`config.mk`:
```
export PLATFORM = sky130hd
export DESIGN_NAME = oam_dma_arbiter
export DESIGN_NICKNAME = d
export VERILOG_FILES = /design/src/rtl/nes_bus_pkg.sv /design/src/rtl/oam_dma_arbiter.sv
export SDC_FILE = /design/constraint.sdc
export NUM_CORES = 1
export LEC_CHECK = 0
export ABC_AREA = 1
export CORE_MARGIN = 8
export CORE_UTILIZATION = 47
export DETAILED_ROUTE_END_ITERATION = 10
export PLACE_DENSITY_LB_ADDON = 0.15
export REMOVE_ABC_BUFFERS = 1
export SLEW_MARGIN = 30
export SYNTH_ARGS = -nofsm -noshare
export SYNTH_HDL_FRONTEND = slang
export SYNTH_SLANG_ARGS = --single-unit
```
`constraint.sdc`:
```
create_clock -name clk_ph1 -period 4.3 [get_ports clk_ph1]
set_clock_uncertainty 0.2 [all_clocks]
set_input_delay 0.645 -clock clk_ph1 [delete_from_list [all_inputs] [get_ports clk_ph1]]
set_output_delay 0.645 -clock clk_ph1 [all_outputs]
set_load 0.1 [all_outputs]
```
`src/rtl/nes_bus_pkg.sv`:
```
// Shared NES bus definitions: DMA sequencer states and the fixed register addresses
// used by the DMA arbiter, the address decoder and the PPU register block.
package nes_bus_pkg;

  localparam logic [15:0] DmaRegAddr  = 16'h4014;
  localparam logic [15:0] OamDataAddr = 16'h2004;

  typedef enum logic [2:0] {
    StIdle,
    StHalt,
    StAlign,
    StRead,
    StWrite
  } dma_state_e;

endpackage

```
`src/rtl/oam_dma_arbiter.sv`:
```
// Sprite DMA arbiter: a CPU write to the DMA register stalls the CPU, then copies one
// source page into the PPU OAM data port with alternating read/write bus cycles.
module oam_dma_arbiter
  import nes_bus_pkg::*;
#(
  parameter logic [15:0] DMA_REG_ADDR  = DmaRegAddr,
  parameter logic [15:0] OAM_DATA_ADDR = OamDataAddr,
  parameter int unsigned XFER_LEN      = 256
) (
  input  logic        clk_ph1,
  input  logic        rst,
  input  logic [15:0] cpu_addr,
  input  logic [7:0]  cpu_dout,
  input  logic        cpu_r_nw,
  output logic [7:0]  cpu_din,
  output logic        cpu_rdy,
  output logic [15:0] bus_addr,
  output logic [7:0]  bus_dout,
  output logic        bus_r_nw,
  input  logic [7:0]  bus_din,
  output logic        dma_active
);

  localparam logic [7:0] LastIdx = 8'(XFER_LEN - 1);

  dma_state_e state_q, state_d;
  logic       get_q, get_d;
  logic [7:0] page_q, page_d;
  logic [7:0] idx_q, idx_d;
  logic [7:0] data_q, data_d;

  always_ff @(posedge clk_ph1 or negedge rst) begin
    if (!rst) begin
      state_q <= StIdle;
      get_q   <= 1'b0;
      page_q  <= 8'h00;
      idx_q   <= 8'h00;
      data_q  <= 8'h00;
    end else begin
      state_q <= state_d;
      get_q   <= get_d;
      page_q  <= page_d;
      idx_q   <= idx_d;
      data_q  <= data_d;
    end
  end

  always_comb begin
    state_d = state_q;
    get_d   = ~get_q;
    page_d  = page_q;
    idx_d   = idx_q;
    data_d  = data_q;
    unique case (state_q)
      StIdle: begin
        if (cpu_addr == DMA_REG_ADDR && !cpu_r_nw) begin
          page_d  = cpu_dout;
          idx_d   = 8'h00;
          state_d = StHalt;
        end
      end
      StHalt: begin
        // The CPU only honours RDY on reads; reads must land on get=1 slots.
        if (cpu_r_nw) state_d = get_d ? StRead : StAlign;
      end
      StAlign: state_d = StRead;
      StRead: begin
        data_d  = bus_din;
        state_d = StWrite;
      end
      StWrite: begin
        idx_d   = idx_q + 8'd1;
        state_d = (idx_q == LastIdx) ? StIdle : StRead;
      end
      default: state_d = StIdle;
    endcase
  end

  always_comb begin
    bus_addr = cpu_addr;
    bus_dout = cpu_dout;
    bus_r_nw = cpu_r_nw;
    unique case (state_q)
      StAlign: bus_r_nw = 1'b1;
      StRead: begin
        bus_addr = {page_q, idx_q};
        bus_r_nw = 1'b1;
      end
      StWrite: begin
        bus_addr = OAM_DATA_ADDR;
        bus_dout = data_q;
        bus_r_nw = 1'b0;
      end
      default: ;
    endcase
  end

  assign cpu_din    = bus_din;
  assign cpu_rdy    = (state_q == StIdle);
  assign dma_active = (state_q == StAlign) || (state_q == StRead) || (state_q == StWrite);

endmodule

```
# Word level (Yosys, flattened, before mapping)
# Cells that the tools add are included.
# Widths: inputs -> output; s select.
# op_classes
n_addsub,1
multipliers,0
n_div,0
n_lt_le_gt_ge,0
n_eq_ne,8
n_shift,0
mux,10
bitwise,1
reduce_logical,10
# ops
operator,count
$pmux 16 s2,1
$eq 16x15->1 const B,1
$mux 8,2
$pmux 8 s2,1
$pmux 3 s5,1
$add 8x1->8 const B,1
$eq 8x8->1 const B,1
$eq 3x2->1 const B,2
$mux 3,2
$reduce_and 2->1,3
$eq 3x1->1 const B,1
$eq 3x3->1 const B,1
$logic_not 3->1,1
$logic_or 1x1->1,2
$mux 2,1
$ne 2x1->1 const B,1
$ne 2x2->1 const B,1
$pmux 1 s2,1
$reduce_bool 2->1,1
$reduce_or 2->1,1
$logic_and 1x1->1,1
$logic_not 1->1,1
$mux 1,1
$not 1->1,1
# totals
reg_bits,28
latch_bits,0
ram_bits,0
rom_bits,0
inputBits,35
output_inout_bits,35
word_cells,35
n_memories,0

# Longest topological paths before layout
# logic_depth
word_depth,4
ltp_mapped,8
ltp_nobuf,8

# Worst setup path after synthesis
# OpenSTA, ideal clock, no wires.
# synth_timing
kind,register to output
startpoint,register state_q[2]
endpoint,output port bus_addr[10]
arrival_time_ps,3153
required_ps,3455
slack_ps,302
path_stages_with_launch,6
path_buffers,0
path_cell_list,dfrtp_1 inv_1 nor3_4 nor2_1 inv_1 o21ai_0
# synth_via
elab_chain_len,2
word_cells_on_any_way,3
classes_between,eq/ne: 2; mux: 1
# synth_lines
item,line,text
from (decl),oam_dma_arbiter.sv:26,"dma_state_e state_q, state_d;"
from (signal assigned),oam_dma_arbiter.sv:34,state_q <= StIdle;
from (signal assigned),oam_dma_arbiter.sv:40,state_q <= state_d;
$eq 3x3->1 or $eq 3x2->1 (tied branches),oam_dma_arbiter.sv:83,unique case (state_q)
$pmux 16 s2 (*),oam_dma_arbiter.sv:83,
to (decl),oam_dma_arbiter.sv:17,"output logic [15:0] bus_addr,"
# Mark *: on every way between the ends. The rest lies on a longest branch, timed or not.

# Worst setup path in the final report
# layout_timing
startpoint,register state_q[1]
endpoint,output port bus_dout[7]
# layout_via
elab_chain_len,2
# layout_lines
item,line,text
$eq 3x3->1,oam_dma_arbiter.sv:83,
$mux 8,oam_dma_arbiter.sv:83,
to (decl),oam_dma_arbiter.sv:18,"output logic [7:0] bus_dout,"
# Every way passes these cells.

==> qor.csv <==
stage,metric,value,unit
floorplanning,Core Box Area,3610,um^2
clocking,CTS tree,built,
routing,WL/cell,13.6,um
routing,via density per instance,5.02,
power,peak supply drop,0.281,mV
clocking,root buffer selected by CTS,clkbuf_8,
timing,FMAX,287,MHz
global_route,initial antenna violation count,0,
timing,Slew @ Worst Pin,0.971,ns
global_route,GR Util All Layers,0.174,
floorplanning,die width,76.9,um
synth,Syn Inst Count,264,
routing,1st-pass router iterations,4,
timing,min Tclk post-route,3.48,ns
worst_setup_path,CP Class,flop to output pin,
synth,most area-consuming cells after synthesis,"dfrtp_1 (40%), nand2_1 (24%), inv_1 (6.0%)",
timing,max_slew headroom,0.350,
clocking,setup repair bufs after CTS,0,
timing,Hold Slack,0.223,ns
cells_and_area,final std cells w/o fill,374,
placed_design,Placed Instances,370,
clocking,CTS buffer count,3,
hold_path,hold crit path type,flop to flop,
clocking,H-tree levels,1,
global_route,largest net degree at the start of global routing,29,
synth,most common cell in the synthesized netlist,nand2_1,
synth,Most used DFF post-synth,dfrtp_1,
routing,Detail Route Antenna Nets,0,
clocking,Post-CTS Hold Fix Bufs,0,
flow_run,max-cap violation count,0,
worst_setup_path,CP required,3.45,ns
synth,Synth async-reset ratio,1.00,
placed_design,gp weighted congestion,0.838,
synth,Yosys reg bits,28,
synth,Netlist cell types,18,
synth,area share of the largest cell type after synthesis,0.402,
worst_setup_path,Critical Path AT,2.64,ns
floorplanning,Die Y,76.9,um
clocking,worst-skew pair later-pin latency,0.28,ns
routing,# DRC,0,
synth,Post-synth EDFFs,0,
routing,final wirelength,5080,um
cells_and_area,Sequential Area,701,um^2
clocking,Resize count post-CTS,0,
synth,yosys warns,0,
placed_design,I/O Buffers,69,
worst_setup_path,"critical path fanouts, max",20,
power,Leak Pwr,1.28,nW
floorplanning,Ports,70,
outcome,outcome,"complete, no violations",
floorplanning,starting density of the core,0.483,
power,PwrDens,656,nW/um^2
worst_setup_path,Worst Setup Start Kind,flop,
synth,syn_area_per_cell,6.60,um^2
global_route,vias in the first global route,1909,
cells_and_area,layout cells sized above 1,0.126,
synth,leading area contributor after synthesis,dfrtp_1,
cells_and_area,number of fill cells,341,
synth,Post-synth top cells,"nand2_1 (113), dfrtp_1 (28), inv_1 (28), nand3_1 (20), nor2_1 (20)",
cells_and_area,Nets,363,
placed_design,hpwl dp,3900,um
timing,unrepaired setup endpoints after global routing,no,
timing,final setup vio count,0,
routing,initial DRC count,108,
clocking,CTS Buffer Depth,2,
worst_setup_path,Crit. End Element,output pin,
clocking,Worst-path clk slew,0.09,ns
floorplanning,FP Rows,22,
synth,register area share after synthesis,0.402,
timing,post-route clock period utilization,0.810,
cells_and_area,Ant. Diodes,0,
synth,synthesized cell area,1740,um^2
timing,Final Hold Viols,0,
global_route,first-pass GRT wire length,8590,um
cells_and_area,footprint of the multi-input gates,832,um^2
floorplanning,die area,5910,um^2
routing,via count,1878,
clocking,CTS Sinks,28,
timing,Final Slew Violations,0,
global_route,global route overflow,0,
cells_and_area,P&R area growth vs syn,38.3,%
## critical path, stage by stage, from the launching register on
cell and delay (ns):
dfrtp_1 0.47, nor3_4 0.46, inv_2 0.28, nand2_1 0.13, nand2_1 0.05, clkdlybuf4s50_1 0.96
## layout by cell type (no fill, tap or decap)
cell type        instances
o21ai_0                 15
nand2_1                113
o22ai_1                  3
nor2_1                  20
clkdlybuf4s50_1         40
nor3_1                   2
inv_2                    2
buf_4                   33
clkbuf_8                 4
inv_1                   28
ha_1                     1
nand4_1                  9
nor2_2                   1
dfrtp_1                 28
nor3_4                   1
a22o_1                   2
nand3_1                 20
a21oi_1                  4
## flip-flops by register name (all words and copies together), names as in the netlist
signal	flops
page_q	8
get_q	1
idx_q	8
state_q	3
data_q	8
## logic make-up (layout without fill, tap and decap cells)
group | after synthesis | after routing | synth area share
fa+ha+maj | 1 | 1 | 0.00718
flops | 28 | 28 | 0.402
compound gates | 24 | 24 | 0.0754
buf+inv | 45 | 107 | 0.120
simple gates | 166 | 166 | 0.395
## report_power, final
| part | total, W | switching, W | internal, W |
|---|---|---|---|
| registers | 0.000423 | 0.0000738 | 0.000349 |
| logic | 0.000990 | 0.000764 | 0.000226 |
| clock network | 0.000167 | 0.0000845 | 0.0000822 |
| total | 0.00158 | 0.000922 | 0.000658 |
## per-stage QoR
step	power, W	worst slack (ns)	cell area [um^2]	setup TNS, ns	util
after floorplan	0.00114	-0.115	1650	-0.763	-
after global placement	0.00141	1.07	2350	0	0.653
after detailed placement	0.00142	1.06	2350	0	0.653
after CTS	0.00158	0.807	2410	0	0.668
after global routing	0.00166	0.637	2410	0	0.668
final	0.00158	0.819	2410	0	0.668
## metal layers
layer / vias to the layer above / GRT usage / share of wire
met5: - / 0 / 0
met4: 0 / 0.0462 / 0.011
met3: 5 / 0.0629 / 0.090
met2: 67 / 0.302 / 0.47
met1: 856 / 0.195 / 0.43
li1: 950 / - / -
## layout make-up
cell class              instances  share of cell area
well taps                      48              0.0249
clock buffers                   4              0.0229
flip-flops and latches         28               0.291
multi-input cells             191               0.345
inverters                      30              0.0468
repair buffers                 73               0.269
## worst paths after layout
path	depth (start not counted)	start	endpoint	slack (ns)
min reg2reg	1	get_q$_DFF_PN0_	get_q$_DFF_PN0_	0.22
max reg2reg	5	state_q[1]$_DFFE_PN0P_	idx_q[2]$_DFFE_PN0P_	2.49
min in group asynchronous	2	rst	idx_q[2]$_DFFE_PN0P_	0.54
max	5	state_q[1]$_DFFE_PN0P_	bus_dout[7]	0.82
max in group asynchronous	2	rst	data_q[6]$_DFFE_PN0N_	3.10
min	1	get_q$_DFF_PN0_	get_q$_DFF_PN0_	0.22
Note: power is estimated with default switching activity, not from simulation.
